### src/rtl/regfile_pkg.sv
// Shared types, constants and helpers for the multi-port register file.
package regfile_pkg;

  localparam int unsigned RF_DATA_W   = 32;
  localparam int unsigned RF_NUM_REGS = 32;
  localparam int unsigned RF_ADDR_W   = $clog2(RF_NUM_REGS);
  localparam int unsigned ZERO_REG    = 0;

  typedef logic [RF_ADDR_W-1:0] reg_addr_t;
  typedef logic [RF_DATA_W-1:0] word_t;

  // Even parity: the stored bit makes the total number of ones even.
  function automatic logic even_par(input word_t d);
    return ^d;
  endfunction

endpackage

### src/rtl/regfile_bypass_mux.sv
// Per-read-port source select: x0, same-cycle write data (highest port wins) or array data.
module regfile_bypass_mux
  import regfile_pkg::*;
#(
  parameter int unsigned DATA_W = RF_DATA_W,
  parameter int unsigned ADDR_W = RF_ADDR_W,
  parameter int unsigned NR_WR  = 1
) (
  input  logic [ADDR_W-1:0]       raddr,
  input  logic [DATA_W-1:0]       arr_data,
  input  logic [NR_WR-1:0]        we,
  input  logic [NR_WR*ADDR_W-1:0] waddr,
  input  logic [NR_WR*DATA_W-1:0] wdata,
  output logic [DATA_W-1:0]       data_c,
  output logic                    hit_c
);

  always_comb begin
    data_c = arr_data;
    hit_c  = 1'b0;
    for (int unsigned k = 0; k < NR_WR; k++) begin
      if (we[k] && (waddr[k*ADDR_W +: ADDR_W] == raddr)) begin
        data_c = wdata[k*DATA_W +: DATA_W];
        hit_c  = 1'b1;
      end
    end
    if (raddr == ADDR_W'(ZERO_REG)) begin
      data_c = '0;
      hit_c  = 1'b0;
    end
  end

endmodule

### src/rtl/regfile_mp.sv
// Multi-port register file with registered reads, write bypass and busy scoreboard.
// Optional per-entry parity protection is enabled by defining REGFILE_PARITY_EN.
module regfile_mp
  import regfile_pkg::*;
#(
  parameter int unsigned DATA_W   = RF_DATA_W,
  parameter int unsigned NUM_REGS = RF_NUM_REGS,
  parameter int unsigned NR_RD    = 2,
  parameter int unsigned NR_WR    = 1,
  parameter int unsigned ADDR_W   = $clog2(NUM_REGS)
) (
  input  logic                    clk_i,
  input  logic                    rst_ni,
  input  logic [NR_WR-1:0]        we_i,
  input  logic [NR_WR*ADDR_W-1:0] waddr_i,
  input  logic [NR_WR*DATA_W-1:0] wdata_i,
  input  logic                    par_inj_i,
  input  logic [NR_RD-1:0]        re_i,
  input  logic [NR_RD*ADDR_W-1:0] raddr_i,
  output logic [NR_RD*DATA_W-1:0] rdata_o,
  output logic [NR_RD-1:0]        rvalid_o,
  output logic [NR_RD-1:0]        rbusy_o,
  output logic [NR_RD-1:0]        par_err_o,
  input  logic                    sb_set_i,
  input  logic [ADDR_W-1:0]       sb_addr_i,
  output logic                    x0_wr_o
);

  logic [DATA_W-1:0]   mem_q [NUM_REGS];
  logic [NUM_REGS-1:0] busy_q;
  logic [NUM_REGS-1:0] wr_mask_c;
  logic [NUM_REGS-1:0] busy_clr_c;
  logic [NUM_REGS-1:0] busy_nxt_c;
  logic                x0_hit_c;
  logic [DATA_W-1:0]   arr_rd_c  [NR_RD];
  logic [DATA_W-1:0]   rd_data_c [NR_RD];
  logic [NR_RD-1:0]    rd_hit_c;

  // Decode enabled writes into a per-register clear mask and an x0 hit.
  always_comb begin
    wr_mask_c = '0;
    x0_hit_c  = 1'b0;
    for (int unsigned k = 0; k < NR_WR; k++) begin
      if (we_i[k]) begin
        if (waddr_i[k*ADDR_W +: ADDR_W] == ADDR_W'(ZERO_REG)) x0_hit_c = 1'b1;
        else wr_mask_c[waddr_i[k*ADDR_W +: ADDR_W]] = 1'b1;
      end
    end
  end

  assign busy_clr_c = busy_q & ~wr_mask_c;

  // Set is applied after the clear so an issue on the same rd keeps it busy.
  always_comb begin
    busy_nxt_c = busy_clr_c;
    if (sb_set_i) busy_nxt_c[sb_addr_i] = 1'b1;
    busy_nxt_c[ZERO_REG] = 1'b0;
  end

  for (genvar j = 0; j < NR_RD; j++) begin : g_rd
    assign arr_rd_c[j] = mem_q[raddr_i[j*ADDR_W +: ADDR_W]];

    regfile_bypass_mux #(
      .DATA_W(DATA_W),
      .ADDR_W(ADDR_W),
      .NR_WR (NR_WR)
    ) u_mux (
      .raddr   (raddr_i[j*ADDR_W +: ADDR_W]),
      .arr_data(arr_rd_c[j]),
      .we      (we_i),
      .waddr   (waddr_i),
      .wdata   (wdata_i),
      .data_c  (rd_data_c[j]),
      .hit_c   (rd_hit_c[j])
    );
  end

  always_ff @(posedge clk_i) begin
    if (!rst_ni) begin
      for (int unsigned i = 0; i < NUM_REGS; i++) mem_q[i] <= '0;
      busy_q   <= '0;
      rdata_o  <= '0;
      rvalid_o <= '0;
      rbusy_o  <= '0;
      x0_wr_o  <= 1'b0;
    end else begin
      // Ascending port order lets the highest index win on collisions.
      for (int unsigned k = 0; k < NR_WR; k++) begin
        if (we_i[k] && (waddr_i[k*ADDR_W +: ADDR_W] != ADDR_W'(ZERO_REG)))
          mem_q[waddr_i[k*ADDR_W +: ADDR_W]] <= wdata_i[k*DATA_W +: DATA_W];
      end
      busy_q   <= busy_nxt_c;
      x0_wr_o  <= x0_hit_c;
      rvalid_o <= re_i;
      for (int unsigned j = 0; j < NR_RD; j++) begin
        if (re_i[j]) begin
          rdata_o[j*DATA_W +: DATA_W] <= rd_data_c[j];
          rbusy_o[j] <= busy_clr_c[raddr_i[j*ADDR_W +: ADDR_W]];
        end
      end
    end
  end

`ifdef REGFILE_PARITY_EN
  logic [NUM_REGS-1:0] par_q;
  logic [NR_RD-1:0]    par_bad_c;

  // Only array-sourced, non-x0 reads can flag a parity mismatch.
  for (genvar j = 0; j < NR_RD; j++) begin : g_par
    assign par_bad_c[j] = !rd_hit_c[j]
                          && (raddr_i[j*ADDR_W +: ADDR_W] != ADDR_W'(ZERO_REG))
                          && (even_par(word_t'(arr_rd_c[j]))
                              != par_q[raddr_i[j*ADDR_W +: ADDR_W]]);
  end

  always_ff @(posedge clk_i) begin
    if (!rst_ni) begin
      par_q     <= '0;
      par_err_o <= '0;
    end else begin
      for (int unsigned k = 0; k < NR_WR; k++) begin
        if (we_i[k] && (waddr_i[k*ADDR_W +: ADDR_W] != ADDR_W'(ZERO_REG)))
          par_q[waddr_i[k*ADDR_W +: ADDR_W]] <=
            even_par(word_t'(wdata_i[k*DATA_W +: DATA_W])) ^ par_inj_i;
      end
      for (int unsigned j = 0; j < NR_RD; j++) begin
        if (re_i[j]) par_err_o[j] <= par_bad_c[j];
      end
    end
  end
`else
  logic unused_par;
  assign unused_par = par_inj_i ^ (^rd_hit_c);
  assign par_err_o  = '0;
`endif

endmodule

### config.mk
export PLATFORM = sky130hd
export DESIGN_NAME = regfile_mp
export DESIGN_NICKNAME = d
export VERILOG_FILES = /design/src/rtl/regfile_pkg.sv /design/src/rtl/regfile_bypass_mux.sv /design/src/rtl/regfile_mp.sv
export SDC_FILE = /design/constraint.sdc
export NUM_CORES = 2
export LEC_CHECK = 0
export CORE_MARGIN = 10
export CORE_UTILIZATION = 28
export DETAILED_ROUTE_END_ITERATION = 10
export PLACE_DENSITY = 0.45
export SLEW_MARGIN = 20
export SYNTH_ARGS = -nofsm -noshare
export SYNTH_HDL_FRONTEND = slang
export SYNTH_HIERARCHICAL = 1
export SYNTH_SLANG_ARGS = --single-unit
### constraint.sdc
create_clock -name clk_i -period 6.1 [get_ports clk_i]
set_input_delay 1.22 -clock clk_i [delete_from_list [all_inputs] [get_ports clk_i]]
set_output_delay 1.22 -clock clk_i [all_outputs]
set_load 0.005 [all_outputs]
==> impl_metrics.tcl <==
set metrics [dict create \
    worst_pin_slew_ns 1.23 \
    grt_first_pass_wirelength_um 308000 \
    cts.sinks 1124 \
    finalCritPeriodShare_pct 68.5 \
    crit_arrival_ns 4.81 \
    hold-worst-slack_ns 0.480 \
    min_to "busy_q[19]" \
    drc 0 \
    finish.utilization_pct 32.7 \
    min_delay_path_depth 2 \
    numCtsBuffers 138 \
    path_cells "clkdlybuf4s50_1 -> nand3b_1 -> nor2_4 -> buf_4 -> and2_1" \
    layout-drive-gt1-share_pct 29.8 \
    worstPathMaxFanout 21 \
    die_y_um 482 \
    drv_cap 0 \
    setup_viol 0 \
    fp.dieW_um 482 \
    cts-root-buf "clkbuf_16" \
    dp_slack_ns 1.22 \
    max_stage_delay_ns 1.24 \
    hold_buffers 0 \
    hold_start "busy_q[19]" \
    r2r_cells 7 \
    first_pass_iters 6 \
    finalClockSkew_ns 0.0378 \
    grt_pass1_vias 37363 \
    timing.rr.start "mem_q[23][28]" \
    r2r_setup_slack_ns 3.71 \
    fin_ws_ns 1.92 \
    htree_num_levels 4 \
    syn_inst 3877 \
    combPwrFrac_pct 12.7 \
    viasPerCell 5.27 \
    post_cts_resized 0 \
    critPathKind "in -> reg" \
    core_area_um2 212000 \
    wl_per_cell_um 32.6 \
    required_ns 6.73 \
    gr-total-overflow 0 \
    dpl.cell_count 6573 \
    mostFrequentLayoutCells "edfxtp_1 (1024), and2_1 (996), mux4_2 (642)" \
    grt_usage_pct 18.9 \
    rows 169 \
    start_util_pct 28.2 \
    slowest_stage "nor2_4" \
    fin_crit_ns 4.18 \
    hpwl_um 129000 \
    vias 35996 \
    power.internal_mw 14.8 \
    p_per_area_nw_per_um2 286 \
    synthesis.area_um2 59800 \
    pwr-share-seq_pct 45.6 \
    drt_iter0_markers 3743 \
    dieArea_um2 232000 \
    ioPinCount 130 \
    synth_warnings 6 \
    antenna_found_initial 22 \
    final_nets 3952 \
    status "complete, no violations" \
    rsz0062_at_grt "no" \
    cts_tree "done" \
    p_sw_mw 5.04 \
    clk_path_buf_depth 3 \
    ir_drop_mv 0.250 \
    tns_ns 0 \
    slew_headroom_pct 18.0 \
    grt_max_degree 77 \
    critPathLaunchType "input port" \
    avgSynthCellArea_um2 15.4 \
    p_sw_share_pct 25.4 \
    leakage_nw 23.1 \
    drtAntennaViolNets 0 \
    clock.fmax_mhz 239 \
    clkLatencyLatePin_ns 0.79 \
    area_growth_pct 16.1 \
    globalplace.congestion 0.760 \
    finalHoldViolCount 0 \
    portBuffers 126 \
    clockPowerShare_pct 41.7 \
    setup.worst_path.end_class "flip-flop" \
    wl_um 223000 \
    final_common_cell "edfxtp_1" \
    finalNonFillerCells 6831 \
    drv_slew 0 \
    post_cts_buffers 0 \
    clk_pin_slew_worst_paths_ns 0.05 \
    r2r_end "rdata_o[60]" \
    hp-class "reg -> reg" \
]
## state kept, by name (all words and copies together), names as in the netlist
name,cells
rdata_o,64
mem_q,1024
x0_wr_o,1
busy_q,31
rvalid_o,2
rbusy_o,2
## through the flow
| step | total power [mW] | area [um2] |
|---|---|---|
| 2_1_floorplan | 10.7 | 59900 |
| 3_3_place_gp | 11.7 | 65000 |
| 3_5_place_dp | 11.7 | 65000 |
| 4_1_cts | 20.0 | 69400 |
| 5_1_grt | 20.5 | 69400 |
| 6_report | 19.8 | 69400 |
## routing by layer
metal  share of wire (%)  wire length [um]  track usage, %
met2                  48            106000            30.9
met5              0.0058                13               0
met4                 2.9              6560            5.47
met1                  43             96700            25.9
met3                 5.9             13200            2.98
## critical path: cells and delay by family
family | cells | cell delay (ns)
buffers and inverters | 2 | 1.31
and+or+nand+nor | 3 | 2.24
## how the worst max path moves through the flow
stage	start	cells after the start	slack [ns]	to
finish	waddr_i[2]	5	1.92	mem_q[15][17]
global route	waddr_i[4]	5	1.95	mem_q[15][14]
CTS	waddr_i[4]	5	2.05	mem_q[15][14]
detailed placement	waddr_i[4]	5	1.22	mem_q[15][14]
global placement	waddr_i[2]	5	1.28	mem_q[15][16]
floorplan	waddr_i[1]	4	1.19	mem_q[24][0]
## final cells by class
class,count,area (um2)
Sequential cell,1124,32800
Multi-Input combinational cell,2357,25800
Fill cell,20646,143000
Antenna cell,10,25.0
Timing Repair Buffer,267,2790
Clock inverter,68,759
Inverter,5,23.8
Clock buffer,179,3700
Tap cell,2821,3530
## power groups by stage
| stage | clock [mW] | combinational (mW) | sequential (mW) |
|---|---|---|---|
| 3_3_place_gp | 0 | 2.55 | 9.18 |
| 5_1_grt | 8.72 | 2.64 | 9.10 |
| 2_1_floorplan | 0 | 1.53 | 9.15 |
| 6_report | 8.27 | 2.51 | 9.04 |
| 3_5_place_dp | 0 | 2.54 | 9.20 |
| 4_1_cts | 8.44 | 2.55 | 9.05 |
Note: power is estimated with default switching activity, not from simulation.
